## src/rtl/ram_sched_pkg.sv

```systemverilog
// Shared types and constants for the RAM round-robin scheduler.
// The lock-state encoding is always present; it is only reachable
// when RAM_RR_SCHED_LOCK_EN is defined.
package ram_sched_pkg;

   typedef enum logic [1:0] {
      ST_INIT   = 2'd0,
      ST_SERVE  = 2'd1,
      ST_LOCKED = 2'd2
   } sched_state_t;

   localparam int unsigned DEF_ADDR_WIDTH = 6;
   localparam int unsigned DEPTH          = 1 << DEF_ADDR_WIDTH;

   // Memory depth for a given address width.
   function automatic int unsigned depth_of(input int unsigned aw);
      return 1 << aw;
   endfunction

endpackage

```

## src/rtl/ram_assign.sv

```systemverilog
// Table RAM: one synchronous write port, one asynchronous read port.
// No reset on the storage; contents are defined by whoever writes it.
module ram_assign #(
   parameter int unsigned ADDR_WIDTH = 6,
   parameter int unsigned DATA_WIDTH = 64
) (
   input  logic                  clk,
   input  logic                  write_en,
   input  logic [ADDR_WIDTH-1:0] write_addr,
   input  logic [DATA_WIDTH-1:0] write_data,
   input  logic [ADDR_WIDTH-1:0] read_addr,
   output logic [DATA_WIDTH-1:0] read_data
);

   logic [DATA_WIDTH-1:0] mem [1 << ADDR_WIDTH];

   // Write port: memory updates at the edge the write is presented.
   always_ff @(posedge clk) begin
      if (write_en) mem[write_addr] <= write_data;
   end

   assign read_data = mem[read_addr];

endmodule

```

## src/rtl/rr_arbiter.sv

```systemverilog
// Round-robin arbiter: combinational one-hot grant searching upward from
// the registered pointer with wrap; pointer loads (advance_idx+1) mod
// NUM_REQ when advance is asserted, otherwise holds.
module rr_arbiter #(
   parameter  int unsigned NUM_REQ = 4,
   localparam int unsigned IDX_W   = $clog2(NUM_REQ)
) (
   input  logic               clk,
   input  logic               rst,
   input  logic [NUM_REQ-1:0] valid,
   input  logic               advance,
   input  logic [IDX_W-1:0]   advance_idx,
   output logic [NUM_REQ-1:0] grant,
   output logic [IDX_W-1:0]   grant_idx,
   output logic [IDX_W-1:0]   pointer
);

   logic        found;
   int unsigned cand;

   // First valid requester at or above the pointer, wrapping around.
   always_comb begin
      grant     = '0;
      grant_idx = '0;
      found     = 1'b0;
      cand      = 0;
      for (int unsigned k = 0; k < NUM_REQ; k++) begin
         cand = (32'(pointer) + k) % NUM_REQ;
         if (!found && valid[IDX_W'(cand)]) begin
            found                  = 1'b1;
            grant[IDX_W'(cand)]    = 1'b1;
            grant_idx              = IDX_W'(cand);
         end
      end
   end

   // Rotating priority pointer.
   always_ff @(posedge clk) begin
      if (rst) begin
         pointer <= '0;
      end else if (advance) begin
         pointer <= (advance_idx == IDX_W'(NUM_REQ - 1)) ? '0 : advance_idx + IDX_W'(1);
      end
   end

endmodule

```

## src/rtl/ram_rr_scheduler.sv

```systemverilog
// Shares one ram_assign between NUM_REQ requesters. After reset the RAM
// is zero-filled, then one access per cycle is granted round-robin and
// answered one cycle later with a tagged, registered response.
// Optional macro RAM_RR_SCHED_LOCK_EN adds req_lock and a LOCKED state in
// which the locking requester keeps exclusive access.
module ram_rr_scheduler
   import ram_sched_pkg::*;
#(
   parameter  int unsigned NUM_REQ    = 4,
   parameter  int unsigned ADDR_WIDTH = 6,
   parameter  int unsigned DATA_WIDTH = 64,
   parameter  int unsigned ID_WIDTH   = 2,
   localparam int unsigned IDX_W      = $clog2(NUM_REQ)
) (
   input  logic                          clk,
   input  logic                          rst,
   input  logic [NUM_REQ-1:0]            req_valid,
   output logic [NUM_REQ-1:0]            req_ready,
   input  logic [NUM_REQ-1:0]            req_we,
`ifdef RAM_RR_SCHED_LOCK_EN
   input  logic [NUM_REQ-1:0]            req_lock,
`endif
   input  logic [NUM_REQ*ADDR_WIDTH-1:0] req_addr,
   input  logic [NUM_REQ*DATA_WIDTH-1:0] req_wdata,
   output logic                          rsp_valid,
   output logic                          rsp_we,
   output logic [ID_WIDTH-1:0]           rsp_id,
   output logic [DATA_WIDTH-1:0]         rsp_data,
   output logic                          init_done
);

   localparam logic [ADDR_WIDTH-1:0] LAST_ADDR = ADDR_WIDTH'(depth_of(ADDR_WIDTH) - 1);

   sched_state_t state, state_nxt;
   logic [ADDR_WIDTH-1:0] fill_cnt;

   logic [ADDR_WIDTH-1:0] addr_arr  [NUM_REQ];
   logic [DATA_WIDTH-1:0] wdata_arr [NUM_REQ];

   logic [NUM_REQ-1:0] arb_valid;
   logic [NUM_REQ-1:0] grant;
   logic [IDX_W-1:0]   gidx;
   logic [IDX_W-1:0]   rr_ptr;
   logic               adv;
   logic [IDX_W-1:0]   adv_idx;
   logic               accept;

   logic                  sel_we;
   logic [ADDR_WIDTH-1:0] sel_addr;
   logic [DATA_WIDTH-1:0] sel_wdata;

   logic                  ram_we;
   logic [ADDR_WIDTH-1:0] ram_waddr;
   logic [DATA_WIDTH-1:0] ram_wdata;
   logic [DATA_WIDTH-1:0] ram_rdata;

`ifdef RAM_RR_SCHED_LOCK_EN
   logic [IDX_W-1:0]   owner, owner_nxt;
   logic [NUM_REQ-1:0] owner_mask;
   assign owner_mask = NUM_REQ'(1) << owner;
`endif

   for (genvar i = 0; i < NUM_REQ; i++) begin : g_unpack
      assign addr_arr[i]  = req_addr[i*ADDR_WIDTH +: ADDR_WIDTH];
      assign wdata_arr[i] = req_wdata[i*DATA_WIDTH +: DATA_WIDTH];
   end

   assign sel_we    = req_we[gidx];
   assign sel_addr  = addr_arr[gidx];
   assign sel_wdata = wdata_arr[gidx];
   assign init_done = (state != ST_INIT);

   // Requests eligible for arbitration: none in reset/INIT, only the owner while locked.
   always_comb begin
      arb_valid = '0;
      if (!rst) begin
         if (state == ST_SERVE) arb_valid = req_valid;
`ifdef RAM_RR_SCHED_LOCK_EN
         if (state == ST_LOCKED) arb_valid = req_valid & owner_mask;
`endif
      end
   end

   rr_arbiter #(
      .NUM_REQ (NUM_REQ)
   ) u_arb (
      .clk         (clk),
      .rst         (rst),
      .valid       (arb_valid),
      .advance     (adv),
      .advance_idx (adv_idx),
      .grant       (grant),
      .grant_idx   (gidx),
      .pointer     (rr_ptr)
   );

   // Next state, grant handshake, pointer control and RAM write port.
   always_comb begin
      state_nxt = state;
      req_ready = '0;
      accept    = 1'b0;
      adv       = 1'b0;
      adv_idx   = gidx;
      ram_we    = 1'b0;
      ram_waddr = fill_cnt;
      ram_wdata = '0;
`ifdef RAM_RR_SCHED_LOCK_EN
      owner_nxt = owner;
`endif
      if (!rst) begin
         case (state)
            ST_INIT: begin
               ram_we = 1'b1;
               if (fill_cnt == LAST_ADDR) state_nxt = ST_SERVE;
            end
            ST_SERVE: begin
               req_ready = grant;
               accept    = |grant;
               adv       = accept;
`ifdef RAM_RR_SCHED_LOCK_EN
               // A locking acceptance parks the pointer until the lock is released.
               if (accept && req_lock[gidx]) begin
                  adv       = 1'b0;
                  owner_nxt = gidx;
                  state_nxt = ST_LOCKED;
               end
`endif
            end
`ifdef RAM_RR_SCHED_LOCK_EN
            ST_LOCKED: begin
               req_ready = grant;
               accept    = |grant;
               adv_idx   = owner;
               if (!req_valid[owner] || !req_lock[owner]) begin
                  adv       = 1'b1;
                  state_nxt = ST_SERVE;
               end
            end
`endif
            default: state_nxt = ST_INIT;
         endcase
         if (accept) begin
            ram_we    = sel_we;
            ram_waddr = sel_addr;
            ram_wdata = sel_wdata;
         end
      end
   end

   // State register and zero-fill counter.
   always_ff @(posedge clk) begin
      if (rst) begin
         state    <= ST_INIT;
         fill_cnt <= '0;
`ifdef RAM_RR_SCHED_LOCK_EN
         owner    <= '0;
`endif
      end else begin
         state <= state_nxt;
         if (state == ST_INIT) fill_cnt <= fill_cnt + ADDR_WIDTH'(1);
`ifdef RAM_RR_SCHED_LOCK_EN
         owner <= owner_nxt;
`endif
      end
   end

   // Registered response, one cycle after acceptance.
   always_ff @(posedge clk) begin
      if (rst) begin
         rsp_valid <= 1'b0;
         rsp_we    <= 1'b0;
         rsp_id    <= '0;
         rsp_data  <= '0;
      end else begin
         rsp_valid <= accept;
         rsp_we    <= accept & sel_we;
         rsp_id    <= accept ? ID_WIDTH'(gidx) : '0;
         rsp_data  <= (accept && !sel_we) ? ram_rdata : '0;
      end
   end

   ram_assign #(
      .ADDR_WIDTH (ADDR_WIDTH),
      .DATA_WIDTH (DATA_WIDTH)
   ) u_ram (
      .clk        (clk),
      .write_en   (ram_we),
      .write_addr (ram_waddr),
      .write_data (ram_wdata),
      .read_addr  (sel_addr),
      .read_data  (ram_rdata)
   );

endmodule

```

## config.mk

```make
export PLATFORM = sky130hd
export DESIGN_NAME = ram_rr_scheduler
export DESIGN_NICKNAME = d
export VERILOG_FILES = /design/src/rtl/ram_sched_pkg.sv /design/src/rtl/ram_assign.sv /design/src/rtl/rr_arbiter.sv /design/src/rtl/ram_rr_scheduler.sv
export SDC_FILE = /design/constraint.sdc
export NUM_CORES = 2
export LEC_CHECK = 0
export CAP_MARGIN = 20
export CORE_MARGIN = 10
export CORE_UTILIZATION = 40
export CTS_CLUSTER_DIAMETER = 200
export CTS_CLUSTER_SIZE = 40
export DETAILED_ROUTE_END_ITERATION = 16
export GPL_ROUTABILITY_DRIVEN = 0
export PLACE_DENSITY = 0.6
export SYNTH_ARGS = -nofsm -noshare
export SYNTH_HDL_FRONTEND = slang
export SYNTH_SLANG_ARGS = --single-unit
```

## constraint.sdc

```tcl
create_clock -name clk -period 16.1 [get_ports clk]
set_clock_uncertainty 0.2 [all_clocks]
set_input_delay 1.61 -clock clk [delete_from_list [all_inputs] [get_ports clk]]
set_output_delay 1.61 -clock clk [all_outputs]
set_load 0.005 [all_outputs]
```

* Word-level counts from Yosys, hierarchy flattened *
Memories as Yosys holds them, arrays and structs flattened. A register that Yosys moved wholly into a read port is not among the register bits.
Index checks and enable logic that the tools add are counted.

word-level totals
  bits in registers = 14
  memory bits (writable) = 4096
  logic and storage cells = 107
  memories = 1

memories
  name       depth  bits a word  rd ports  clocked after Yosys merged registers in  write ports  RTL line          text
  u_ram.mem  64     64           1         1                                        1            ram_assign.sv:15  logic [DATA_WIDTH-1:0] mem [1 << ADDR_WIDTH];

operators by class
  $add $sub $neg = 5
  order comparisons = 10
  eq/ne operators = 4
  multiplexer cells = 55
  bitwise operators = 8
  reductions and logical operators = 18

operator list
  cell                                                               count
  2-to-1 mux 64 bit                                                  4
  binary-select mux 64 bit (select 2 bit)                            1
  2-to-1 mux 4 bit                                                   8
  2-to-1 mux 6 bit                                                   4
  2-to-1 mux 1 bit                                                   21
  less-than comparator 2 x 3 -> 1 bit, second input constant         5
  binary-select mux 6 bit (select 2 bit)                             1
  2-to-1 mux 2 bit                                                   6
  OR 4 bit                                                           3
  binary-select mux 1 bit (select 2 bit)                             5
  demux 1 bit (select 2 bit)                                         4
  greater-or-equal comparator 2 x 1 -> 1 bit, second input constant  4
  logical AND 1 bit                                                  8
  adder 6 x 1 -> 6 bit, second input constant                        1
  equality test 6 bit, second input constant                         1
  adder 2 x 1 -> 2 bit, second input constant                        2
  adder 2 bit, second input constant                                 2
  logical NOT 1 bit                                                  4
  case mux 2 bit (2 select lines)                                    1
  OR reduction 2 bit                                                 2
  OR reduction 4 bit                                                 1
  greater-or-equal comparator 3 bit, second input constant           1
  inverter 1 bit                                                     3
  inverter 2 -> 3 bit                                                1
  7 further kinds                                                    7

* Logic depth before layout (Yosys ltp) *
  depth in word-level cells = 22
  depth in mapped cells = 19
  depth with buffers taken out = 13

* Hierarchy *
Synthesis repeated with hierarchy kept, for this count alone.

second synthesis, totals
  cells, all modules = 6968
  area total of the unflattened synthesis = 160089.8 um^2

by module, submodules not included
  module            times used  cells each  area an instance (um^2)  seq. area each (um^2)
  ram_assign        1           6534        155067.5                 122998.0
  ram_rr_scheduler  1           360         4434.3                   1501.4
  rr_arbiter        1           74          588.1                    40.0

* Worst setup path before layout *
No wires, ideal clock.

  path type = input -> register
  start = input req_valid[0]
  end = memory u_ram.mem[34][0], enable pin
  library setup time = 0.565 ns
  arrival time = 8.569 ns
  data required time = 15.335 ns
  setup slack = 6.767 ns
  stages on the path = 11
  path buffers = 1
  path through = mux4_2 > nor3b_2 > a221oi_1 > o31a_1 > and4_1 > clkbuf_1 > nand2_1 > a21boi_2 > or4_4 > or2_1 > nor3_1

on the way
  cells in the longest elaborated chain, start to end = 21

RTL lines
  element                                 RTL line                 text
  start, declared                         ram_rr_scheduler.sv:17   input logic [NUM_REQ-1:0] req_valid,
  2-to-1 mux 4 bit *                      ram_rr_scheduler.sv:77   if (state == ST_SERVE) arb_valid = req_valid;
  2-to-1 mux 4 bit *                      ram_rr_scheduler.sv:76   if (!rst) begin
  binary-select mux 1 bit (select 2 bit)  rr_arbiter.sv:29         if (!found && valid[IDX_W'(cand)]) begin
  2-to-1 mux 1 bit (implied by the code)  rr_arbiter.sv:29
  2-to-1 mux 1 bit                        rr_arbiter.sv:29
  logical NOT 1 bit                       rr_arbiter.sv:29
  logical AND 1 bit                       rr_arbiter.sv:29
  2-to-1 mux 1 bit                        rr_arbiter.sv:29
  [... 5 more ...]                        --
  2-to-1 mux 4 bit                        rr_arbiter.sv:29
  OR reduction 4 bit                      ram_rr_scheduler.sv:118  accept = |grant;
  2-to-1 mux 1 bit                        ram_rr_scheduler.sv:111  case (state)
  2-to-1 mux 1 bit                        ram_rr_scheduler.sv:110  if (!rst) begin
  2-to-1 mux 1 bit                        ram_rr_scheduler.sv:142  if (accept) begin
  2-to-1 mux 1 bit                        ram_rr_scheduler.sv:110
  2-to-1 mux 1 bit                        ram_assign.sv:19         if (write_en) mem[write_addr] <= write_data;
  2-to-1 mux 1 bit (implied by the code)  ram_assign.sv:19
  end, declared                           ram_assign.sv:15

Every way passes the cells marked *; elsewhere a longest branch is shown, timed or not. The select of a mux whose other input is x is not followed.

* Worst setup path in the final report *
  start = register u_arb.pointer[0]
  end = register rsp_data[4], read port of u_ram.mem

on the way
  cells in the longest elaborated chain, start to end = 19

RTL lines
  element                                                                                       RTL line                text
  start, declared                                                                               rr_arbiter.sv:15        output logic [IDX_W-1:0] pointer
  start signal, assigned                                                                        rr_arbiter.sv:42        pointer <= (advance_idx == IDX_W'(NUM_REQ - 1)) ? '0 : advance_idx + IDX_W'(1);
  parallel branches: the longest is 19 deep, another holds less-than comparator 2 x 3 -> 1 bit  --
  end, declared                                                                                 ram_rr_scheduler.sv:28  output logic [DATA_WIDTH-1:0] rsp_data,

Parallel ways; which one is timed is not known. The select of a mux whose other input is x is not followed.
A chain may end at the register's enable or synchronous reset.

==> key figures <==
Floorplan
  – Die width: 655 um
  – Die outline height: 655 um
  – Initial Utilization: 40.1%
  – # rows: 233
  – Full die area: 0.430 sq mm
  – Core box area: 0.402 sq mm
  – IO Count: 363

Synthesis
  – Mapped Cells: 7962
  – Synth async-reset ratio: 0%
  – Net Count, Synth: 8261
  – Post-Syn Area: 0.161 sq mm
  – Post-synth top area cell: edfxtp_1
  – Ranking of synthesized cells by area: edfxtp_1 (76%), mux4_2 (14%), nand2_1 (2.5%)
  – Synth cell types: 70
  – Post-synth EDFFs: 4096
  – Yosys warnings: 0
  – Top FF cell, synth: edfxtp_1
  – Syn Area/Cell: 20.3 sq um
  – Post-synth top area share: 76.2%
  – Yosys reg bits: 4173
  – Sequential fraction of the synthesis area: 77.1%

Global route
  – Grt ovf: 0
  – All-Layer GR Usage: 22.1%
  – Pin count of the biggest net entering global routing: 120
  – Number of global-route vias before repair: 82900
  – Initial antenna violation count: 22
  – Global-route wire length before repair: 674 mm

Clock tree
  – Post-CTS Resized: 0
  – CTS clk-pin slew, worst paths: 150 ps
  – Clk buf depth: 4
  – Hold buffer count at cts: 0
  – Worst-Skew Late Latency: 980 ps
  – Postcts setup bufs: 0
  – Num Clock Sinks: 4173
  – CTS buffer count: 118
  – CTS tree: yes
  – Root buffer cell: clkbuf_16
  – H-tree depth: 3

Timing
  – Tmin final: 8510 ps
  – Worst-margin pin slew: 1220 ps
  – Unrepaired setup endpoints after global routing: no
  – Final period util: 52.9%
  – Max Clk Rate: 0.118 GHz
  – Count of final setup violators: 0
  – Final Hold Violating Endpoints: 0
  – Relative slew slack: 18.6%
  – Setup TNS: 0 ps
  – Max Transition Viols Final: 0

Detailed routing
  – Routed Antenna Nets: 0
  – WL final: 489 mm
  – DRT Pass-1 Iters: 8
  – Routed WL per cell: 35.6 um
  – Via count: 83800
  – DRC Markers: 0
  – 1st-iter DRT viols: 12300
  – Vias per inst: 6.11

Power
  – Static leakage: 56.7 nW
  – Cell Pwr Density: 97.6 mW/mm^2
  – Peak VDD IR: 0.0896 mV

Setup path
  – Crit path cell chain: inv_1 -> ha_1 -> mux4_2 -> nor3b_2 -> or2_1 -> a22oi_4 -> mux2i_4 -> buf_4 -> buf_12 -> buf_4 -> buf_12 -> buf_4 -> mux4_2 -> nand2_1 -> nand3_1 -> nand3_1 -> o211ai_1
  – Worst-path fanout max: 98
  – CP endpoint: rsp_data[4]
  – Reg2reg end: rsp_data[4]
  – Worst setup EP type: flop
  – Reg2reg setup slack: 7590 ps
  – CP startpoint: u_arb.pointer[0]
  – Slowest CP cell: dfxtp_1
  – Crit start category: flop
  – Worst reg2reg path startpoint: u_arb.pointer[0]
  – Critical path arrival: 9160 ps
  – Worst EP required: 16750 ps
  – Reg2Reg Depth: 17
  – Most used cell, CP: buf_4
  – Slowest stage delay, CP: 890 ps
  – WS Path Type: reg -> reg

Run status
  – Status: complete, no violations

Finish
  – Share of layout cells above drive strength 1: 19.1%
  – Layout area overhead: 9.31%
  – Core Util, Final: 43.9%
  – Most frequent cells in the layout: edfxtp_1 (4096), nand2_1 (1059), mux4_2 (1019)
  – Commonest non-fill, non-tap cell in the layout: edfxtp_1
  – Layout Nets: 8581

Placement
  – Port Buffer Count: 362
  – DPL Wire Length: 273 mm

Flow run
  – Total of max-cap violations: 0

Min path
  – Worst hold path depth: 2
  – Hold Path Class: reg -> reg
[synthesized netlist by cell type (54+ instances only)]
cell	number
buf_1	64
nor2b_1	66
clkbuf_1	103
a22oi_1	54
mux2i_1	85
nand3_1	476
mux4_2	1019
nand2_1	1063
dfxtp_1	77
nor2_1	116
buf_2	217
nand4_1	68
a21oi_1	63
edfxtp_1	4096
[metal layers]
layer	vias up	wire length, um	track usage (%)	share of wire, %
met2	4333	241000	36.7	49
li1	32900	-	-	-
met3	628	41100	2.79	8.4
met4	0	20500	7.81	4.2
met5	-	0	0	0
met1	45900	186000	30.2	38
[sequential cells by signal, indices dropped and copies added, names as in the netlist]
| signal | count |
|---|---|
| rsp_id | 2 |
| u_arb.pointer | 2 |
| state | 1 |
| fill_cnt | 6 |
| rsp_we | 1 |
| rsp_data | 64 |
| u_ram.mem | 4096 |
| rsp_valid | 1 |
[cell families after synthesis]
| group | share of synthesized area (%) |
|---|---|
| XOR/XNOR | 0.0271 |
| AND/OR/NAND/NOR | 5.01 |
| multiplexers | 14.8 |
| buffers and inverters | 1.46 |
| adder cells (fa/ha/maj) | 0.0697 |
| flip-flops | 77.1 |
| AO/OA/AOI/OAI | 1.49 |
[through the flow]
stage / worst slack [ps] / hold WS, ps / instances / power (mW) / instance area (sq um)
after floorplan: 6770 / 271 / 7962 / 12.6 / 161000
after global placement: 6310 / 404 / 13400 / 12.9 / 173000
after detailed placement: 6590 / 423 / 13400 / 12.9 / 173000
after CTS: 7360 / 446 / 13700 / 17.3 / 176000
after global routing: 6880 / 439 / 13700 / 17.7 / 177000
final: 7590 / 433 / 13700 / 17.2 / 177000
[report_power, final]
part,leakage [nW],internal [mW],switching (mW)
clock,1.60,1.44,3.08
combinational,14.5,0.386,0.542
sequential,40.6,11.8,0.00886
total,56.7,13.6,3.63
[layout make-up]
type | instances | area [sq um]
fill | 34200 | 226000
sequential | 4173 | 125000
multi-input combinational | 3328 | 35700
tap | 5287 | 6620
timing repair buffer | 653 | 6100
clock buffer | 214 | 3330
antenna | 62 | 155
clock inverter | 4 | 56.3
inverter | 8 | 30.0
[how the worst min path moves through the flow]
stage / startpoint / endpoint / slack [ps]
after global routing: fill_cnt[5] / fill_cnt[5] / 440
after floorplan: fill_cnt[5] / fill_cnt[5] / 270
after CTS: u_arb.pointer[1] / u_arb.pointer[1] / 450
final: fill_cnt[5] / fill_cnt[5] / 430
after detailed placement: fill_cnt[5] / fill_cnt[5] / 420
after global placement: fill_cnt[5] / fill_cnt[5] / 400
[worst max-delay path: cells and delay by family (launching register included)]
family	cells	cell delay, ps
compound gates	2	690
fa+ha+maj	1	500
buf+inv	6	3470
flops	1	890
mux	3	1430
simple gates	5	930
Note: power is estimated with default switching activity, not from simulation.
